[src/rtl/fnd_pkg.sv]
// rtl/fnd_pkg.sv - shared constants, FSM state type and scan divider helpers for the FND path
package fnd_pkg;

    localparam int NUM_DIGITS = 4;
    localparam int BIN_W      = 14;
    localparam int BCD_W      = 4 * NUM_DIGITS;
    localparam int BCD_MAX    = 9999;

    typedef enum logic [1:0] {
        IDLE,
        SHIFT,
        COMMIT
    } conv_state_t;

    function automatic int calc_div(input int clk_hz, input int scan_hz);
        return clk_hz / scan_hz;
    endfunction

    function automatic int calc_cnt_w(input int div);
        return (div > 1) ? $clog2(div) : 1;
    endfunction

endpackage

[src/rtl/bin2bcd_seq.sv]
// rtl/bin2bcd_seq.sv - multi-cycle double-dabble converter with 9999 clamp and display register
module bin2bcd_seq
    import fnd_pkg::*;
(
    input  logic             i_clk,
    input  logic             i_reset,
    input  logic [BIN_W-1:0] i_value,
    input  logic             i_load,
    output logic             o_busy,
    output logic             o_ovf,
    output logic [BCD_W-1:0] o_bcd
);

    localparam int SR_W   = BCD_W + BIN_W;
    localparam int ITER_W = $clog2(BIN_W);

    conv_state_t       state, state_next;
    logic [SR_W-1:0]   shift_q;
    logic [SR_W-1:0]   adjusted;
    logic [ITER_W-1:0] iter_q;
    logic              over_max;

    assign over_max = (i_value > BIN_W'(BCD_MAX));
    assign o_busy   = (state != IDLE);

    always_ff @(posedge i_clk) begin
        if (i_reset) begin
            state <= IDLE;
        end else begin
            state <= state_next;
        end
    end

    always_comb begin
        state_next = state;
        case (state)
            IDLE:    if (i_load) state_next = SHIFT;
            SHIFT:   if (iter_q == ITER_W'(BIN_W - 1)) state_next = COMMIT;
            COMMIT:  state_next = IDLE;
            default: state_next = IDLE;
        endcase
    end

    // Scratch BCD nibbles sit above the binary bits; adjust before each shift.
    always_comb begin
        adjusted = shift_q;
        for (int i = 0; i < NUM_DIGITS; i++) begin
            if (shift_q[BIN_W + 4*i +: 4] >= 4'd5) begin
                adjusted[BIN_W + 4*i +: 4] = shift_q[BIN_W + 4*i +: 4] + 4'd3;
            end
        end
    end

    always_ff @(posedge i_clk) begin
        if (i_reset) begin
            shift_q <= '0;
            iter_q  <= '0;
            o_ovf   <= 1'b0;
            o_bcd   <= '0;
        end else begin
            case (state)
                IDLE: begin
                    if (i_load) begin
                        shift_q <= {{BCD_W{1'b0}}, over_max ? BIN_W'(BCD_MAX) : i_value};
                        iter_q  <= '0;
                        o_ovf   <= over_max;
                    end
                end
                SHIFT: begin
                    shift_q <= {adjusted[SR_W-2:0], 1'b0};
                    iter_q  <= iter_q + 1'b1;
                end
                COMMIT: o_bcd <= shift_q[SR_W-1 -: BCD_W];
                default: ;
            endcase
        end
    end

endmodule

[src/rtl/fnd_scan_controller.sv]
// rtl/fnd_scan_controller.sv - 4-digit FND scan driver with prescaler, digit index and zero blanking
module fnd_scan_controller
    import fnd_pkg::*;
#(
    parameter int CLK_HZ   = 100_000_000,
    parameter int SCAN_HZ  = 1000,
    parameter bit LZ_BLANK = 1'b1
) (
    input  logic             i_clk,
    input  logic             i_reset,
    input  logic [BIN_W-1:0] i_value,
    input  logic             i_load,
    output logic             o_busy,
    output logic             o_ovf,
    output logic [1:0]       o_digitSelect,
    output logic [3:0]       o_value,
    output logic             o_en
);

    localparam int DIV   = calc_div(CLK_HZ, SCAN_HZ);
    localparam int CNT_W = calc_cnt_w(DIV);

    if (DIV < 2) begin : g_bad_div
        $error("fnd_scan_controller: CLK_HZ/SCAN_HZ must be at least 2");
    end

    logic [CNT_W-1:0] prescale_q;
    logic [1:0]       scan_idx_q;
    logic [BCD_W-1:0] bcd;
    logic             wrap;
    logic [3:0]       sel_nibble;
    logic             sel_en;

    bin2bcd_seq u_conv (
        .i_clk   (i_clk),
        .i_reset (i_reset),
        .i_value (i_value),
        .i_load  (i_load),
        .o_busy  (o_busy),
        .o_ovf   (o_ovf),
        .o_bcd   (bcd)
    );

    assign wrap = (prescale_q == CNT_W'(DIV - 1));

    always_ff @(posedge i_clk) begin
        if (i_reset) begin
            prescale_q <= '0;
            scan_idx_q <= '0;
        end else begin
            prescale_q <= wrap ? '0 : prescale_q + 1'b1;
            if (wrap) scan_idx_q <= scan_idx_q + 1'b1;
        end
    end

    // A digit stays lit if it or any more significant digit is non-zero.
    always_comb begin
        sel_nibble = bcd[{scan_idx_q, 2'b00} +: 4];
        sel_en     = 1'b1;
        if (LZ_BLANK) begin
            case (scan_idx_q)
                2'd1:    sel_en = |bcd[15:4];
                2'd2:    sel_en = |bcd[15:8];
                2'd3:    sel_en = |bcd[15:12];
                default: sel_en = 1'b1;
            endcase
        end
    end

    always_ff @(posedge i_clk) begin
        if (i_reset) begin
            o_digitSelect <= 2'd0;
            o_value       <= 4'd0;
            o_en          <= 1'b1;
        end else begin
            o_digitSelect <= scan_idx_q;
            o_value       <= sel_nibble;
            o_en          <= sel_en;
        end
    end

endmodule
[config.mk]
export PLATFORM = sky130hd
export DESIGN_NAME = fnd_scan_controller
export DESIGN_NICKNAME = d
export VERILOG_FILES = /design/src/rtl/fnd_pkg.sv /design/src/rtl/bin2bcd_seq.sv /design/src/rtl/fnd_scan_controller.sv
export SDC_FILE = /design/constraint.sdc
export NUM_CORES = 1
export LEC_CHECK = 0
export ABC_AREA = 1
export BUFFER_PORTS_ARGS = -buffer_cell sky130_fd_sc_hd__buf_4
export CAP_MARGIN = 0
export CORE_MARGIN = 10
export CORE_UTILIZATION = 53
export CTS_CLUSTER_SIZE = 24
export DETAILED_ROUTE_END_ITERATION = 7
export GPL_TIMING_DRIVEN = 0
export MAX_ROUTING_LAYER = met4
export PLACE_DENSITY = 0.76
export SYNTH_ARGS = -nofsm -noshare
export SYNTH_HDL_FRONTEND = slang
export SYNTH_HIERARCHICAL = 1
export SYNTH_SLANG_ARGS = --single-unit
[constraint.sdc]
create_clock -name i_clk -period 1.4 [get_ports i_clk]
set_input_delay 0 -clock i_clk [delete_from_list [all_inputs] [get_ports i_clk]]
set_output_delay 0 -clock i_clk [all_outputs]
set_load 0.05 [all_outputs]
# --- Yosys cells after proc, flatten, opt, wreduce, memory -nomap -nowiden ---
# Index checks and enable logic that the tools add are counted.
classes:
  n_addsub: 7
  n_lt_le_gt_ge: 5
  n_eq_ne: 9
  n_shift: 1
  n_mux: 13
  reduce_logical: 10
ops:
  columns: ["cell", "n"]
  rows:
  - ["$pmux 30 s2", 1]
  - ["$mux 30", 1]
  - ["$add 17x1->17 const B", 1]
  - ["$eq 17x17->1 const B", 1]
  - ["$ge 4x3->1 const B", 4]
  - ["$mux 4", 4]
  - ["$shiftx 16x5->4", 1]
  - ["$gt 14x14->1 const B", 1]
  - ["$mux 14", 1]
  - ["$add 4x2->4 const B", 3]
  - ["$reduce_or 12->1", 1]
  - ["$pmux 4 s2", 1]
  - ["$reduce_or 8->1", 1]
  - ["$eq 2x2->1 const B", 3]
  - ["$reduce_and 2->1", 3]
  - ["$add 4x1->4 const B", 1]
  - ["$eq 2x1->1 const B", 2]
  - ["$eq 4x4->1 const B", 1]
  - ["$mux 2", 2]
  - ["$pmux 2 s2", 1]
  - ["$reduce_bool 2->1", 2]
  - ["$reduce_or 4->1", 1]
  - ["$add 3x2->3 const B", 1]
  - ["$mux 3", 1]
  - ["other kinds (6)", 6]
totals:
  reg_bits: 79
  out_inout_bits: 9

# --- Logic depth before layout (Yosys ltp) ---
depth:
  word_depth: 4
  ltp_mapped: 10
  depth_no_buf: 9

# --- Modules after synthesis ---
# Netlist, hierarchy kept.
by_module_without_submodules:
  columns: ["module", "n_inst", "cells_per_inst", "area_each_um2"]
  rows:
  - ["bin2bcd_seq", 1, 334, 2438.6]
  - ["fnd_scan_controller", 1, 192, 1388.8]

# --- Worst setup path after synthesis ---
# No wires, ideal clock.
synth_timing:
  path_type: "reg-to-reg"
  startpoint: "register u_conv.state[1]"
  endpoint: "register u_conv.shift_q[2]"
  setup_ns: 0.119
  arrival_ns: 1.419
  t_required_ns: 1.281
  setup_slack_ns: -0.138
  stages_incl_launch_ff: 8
  n_path_buf: 1
  period_less_slack_ns: 1.538
  path_cell_list: "dfxtp_1 > inv_2 > nand2_1 > nor2_1 > buf_2 > or2_1 > o21ai_1 > a21oi_1"
synth_via:
  elab_chain_len: 3
synth_rtl:
  columns: ["item", "line_no", "text"]
  rows:
  - ["start, declared", "bin2bcd_seq.sv:17", "conv_state_t state, state_next;"]
  - ["start signal, assigned", "bin2bcd_seq.sv:30", "state <= state_next;"]
  - ["$eq 2x1->1 or $logic_not 2->1 (tied branches)", "bin2bcd_seq.sv:61", "case (state)"]
  - ["$reduce_bool 2->1 (no line) or $ne 2x2->1 (tied branches)", null, null]
  - ["$reduce_and 2->1 (no line)", null, null]
  - ["end signal, assigned", "bin2bcd_seq.sv:64", "shift_q <= {{BCD_W{1'b0}}, over_max ? BIN_W'(BCD_MAX) : i_value};"]
  - ["end signal, assigned", "bin2bcd_seq.sv:70", "shift_q <= {adjusted[SR_W-2:0], 1'b0};"]
  - ["end, declared", "bin2bcd_seq.sv:18", "logic [SR_W-1:0] shift_q;"]
# Parallel ways exist; a longest one is shown, timed or not.
# A chain may end at the register's enable or synchronous reset.

# --- Worst setup path after layout ---
layout_timing:
  startpoint: "input i_value[6]"
  endpoint: "register u_conv.shift_q[10]"
layout_via:
  elab_chain_len: 4
layout_rtl:
  columns: ["item", "line_no", "text"]
  rows:
  - ["start, declared", "fnd_scan_controller.sv:11", "input logic [BIN_W-1:0] i_value,"]
  - ["$gt 14x14->1", "bin2bcd_seq.sv:23", "assign over_max = (i_value > BIN_W'(BCD_MAX));"]
  - ["$mux 14", "bin2bcd_seq.sv:64", null]
  - ["$mux 30", "bin2bcd_seq.sv:63", "if (i_load) begin"]
  - ["$pmux 30 s2", "bin2bcd_seq.sv:61", null]
# No other way between the ends. The select of a mux whose other input is x is not followed.

==> metrics.txt <==
outcome complete, no violations; Clk Latency, worst-skew pair 0.35 ns; CTS tree built; WL/cell 12.9 um; core area 6910 um2; first-pass GRT wire length 14700 um; Worst Skew 0.00839 ns; synthesis-stage register bit count 79; vias in the first global route 3283; 1st-iter DRT viols 238; fin area 4650 um2; 1st-pass router iterations 6; final global-route overflow total 0; hpwl dp 6130 um; Min-Delay Path Class in -> reg; Final Max Slew Viols 0; pre-CTS setup slack -0.106 ns; crit path max fanout 10; DRT Wirelength 8830 um; maximum clock path buffer count 2; commonest non-fill, non-tap cell in the layout nand2_1; routing usage on met2 25.8%; Die Area 11000 um2; element type at the critical path start input port; final net count 613; share of layout cells above drive strength 1 20.8%; final core occ 67.4%; die width 105 um; Num CTS Buffers 9; # H-tree levels 3; row count 30; f_max 745 MHz; met1 usage 19.2%; synthesized area 3830 um2; VDD IR-drop max 0.000696 V; synthesized instance count 526; number of max-cap violations 0; overall power 4.60 mW; Worst Path Required 1.64 ns; post-route setup slack 0.0585 ns; Cell Area, Placed 4130 um2; Clock Root Buffer clkbuf_8; period utilization 95.8%; largest net degree at the start of global routing 14; Sw Share 24.3%; grt met3 use 4.24%; Reg clk slew, reported paths 0.08 ns; gpl congestion 0.882; GR peak layer met2; Seq/Total Area, Yosys 41.3%; Final Hold Viols 0; slew margin rel. 66.7%; worst setup path category in -> reg; I/O Pins 26; yosys warns 6; PortBufs 24; initial antenna violation count 1; post-synth cell types 36; Critical Path End Type register; DRC 0; Area Overhead vs Synth 21.5%; vias 3555; internal power 3.48 mW; most frequent cells in the layout 106 x nand2_1, 72 x dfxtp_1, 61 x a21oi_1; Avg Inst Size Synth 7.28 um2; total track usage 16.1%; syn nets 558; # setup viols final 0; worst-margin pin slew 0.499 ns; Starting Density 55.4%; Tmin final 1.34 ns; drt via density 5.20; Detail Route Antenna Nets 0; switching power 1.12 mW; pwr/cell area 989 nW/um2; Combinational Power Share 9.8%; CTS sink cnt 79; Clk pwr share 39.7%; CP arrival 1.58 ns; register share of total power 50.5%; leakage 1.85 nW; Die Ht 105 um
-- layer usage --
| layer | up-vias | part of all wire, % |
|---|---|---|
| li1 | 1820 | - |
| met1 | 1635 | 45 |
| met2 | 84 | 49 |
| met3 | 16 | 4.2 |
| met4 | 0 | 1.8 |
| met5 | - | 0 |
-- synth_stat cells --
library cell / number / area share [%]
nand2_1: 111 / 11
dfxtp_1: 79 / 41
a21oi_1: 63 / 8.2
inv_1: 52 / 5.1
o21ai_0: 41 / 5.4
nor2_1: 40 / 3.9
nand3_1: 32 / 4.2
ha_1: 15 / 4.9
nor2_2: 15 / 2.5
clkbuf_1: 10 / 0.98
buf_2: 8 / 1.0
inv_2: 8 / 0.78
nand4_1: 8 / 1.3
xor2_1: 7 / 1.6
o21a_1: 5 / 0.98
a21boi_1: 3 / 0.59
or2_2: 3 / 0.49
xnor2_1: 3 / 0.69
nand2_2: 2 / 0.33
nand3_2: 2 / 0.52
nor2_4: 2 / 0.59
o211ai_1: 2 / 0.39
or2_1: 2 / 0.33
a21oi_2: 1 / 0.23
a22oi_1: 1 / 0.20
a31oi_1: 1 / 0.16
and2_1: 1 / 0.16
buf_12: 1 / 0.52
clkinv_1: 1 / 0.098
nand2_4: 1 / 0.29
nand3_4: 1 / 0.46
nand3b_1: 1 / 0.20
o21ai_1: 1 / 0.13
o22ai_1: 1 / 0.16
o32ai_1: 1 / 0.23
or2_0: 1 / 0.16
-- what timing repair did --
action / in CTS / in global routing
gates cloned: 0 / 0
pin swaps: 1 / 3
buffers inserted: 2 / 7
hold buffers: 11 / 0
endpoints found under the hold margin: 12 / 0
endpoints found under the setup margin: 36 / 60
gates resized for setup: 5 / 48
-- cell families (layout without fill, tap and decap cells) --
logic type | after synthesis | after routing | synth area share, %
adder cells (fa/ha/maj) | 15 | 15 | 4.90
AO/OA/AOI/OAI | 120 | 120 | 16.7
buffers and inverters | 80 | 140 | 8.53
other | 0 | 1 | 0
AND/OR/NAND/NOR | 222 | 222 | 26.3
XOR/XNOR | 10 | 10 | 2.29
flip-flops | 79 | 79 | 41.3
-- worst max-delay path, cell delays in order --
cell and delay (ns):
dlygate4sd3_1 0.56, buf_4 0.15, nor2_1 0.16, nand2_1 0.09, nand2_1 0.08, nand2_1 0.06, nand2_1 0.09, clkbuf_4 0.20
nand2_1 0.08, nand2_1 0.06, a21oi_1 0.06
-- flip-flops by register name (all words and copies together) (netlist names), 2 cells and up --
signal	cells
u_conv/o_bcd	16
u_conv/shift_q	30
o_value	4
prescale_q	17
u_conv/state	2
scan_idx_q	2
u_conv/iter_q	4
o_digitSelect	2
-- power groups by stage --
stage / combinational [mW] / sequential, mW / clock, mW
final: 0.450 / 2.32 / 1.83
after detailed placement: 0.369 / 2.38 / 0
after floorplan: 0.248 / 2.38 / 0
after CTS: 0.409 / 2.32 / 1.85
after global placement: 0.362 / 2.37 / 0
after global routing: 0.494 / 2.33 / 1.93
-- final cells by class --
class,count,area [um2]
flip-flops and latches,79,1600
fillers,612,2250
clock buffers,10,128
inverters,61,235
diodes,1,2.50
plain buffers,19,120
clock inverters,6,85.1
well taps,96,120
multi-input cells,367,2010
repair buffers,44,358
-- final timing paths --
kind                                   startpoint  slack, ns                 end  depth (start not counted)
worst max register to register      prescale_q[1]       0.07      prescale_q[10]                          7
worst min register to register  u_conv/shift_q[8]       0.47   u_conv/shift_q[8]                          2
worst min-delay path                   i_value[8]       0.02   u_conv/shift_q[8]                          5
worst max-delay path                   i_value[6]       0.06  u_conv/shift_q[10]                         11
-- metrics by stage --
stage / hold WS [ns] / setup TNS [ns] / std cells
floorplan: 0.163 / 0 / 526
global placement: 0.297 / -0.634 / 646
detailed placement: 0.300 / -1.25 / 646
CTS: 0.00986 / 0 / 675
global route: 0.0440 / -0.208 / 683
finish: 0.0155 / 0 / 683
(Power assumes the default switching activity.)
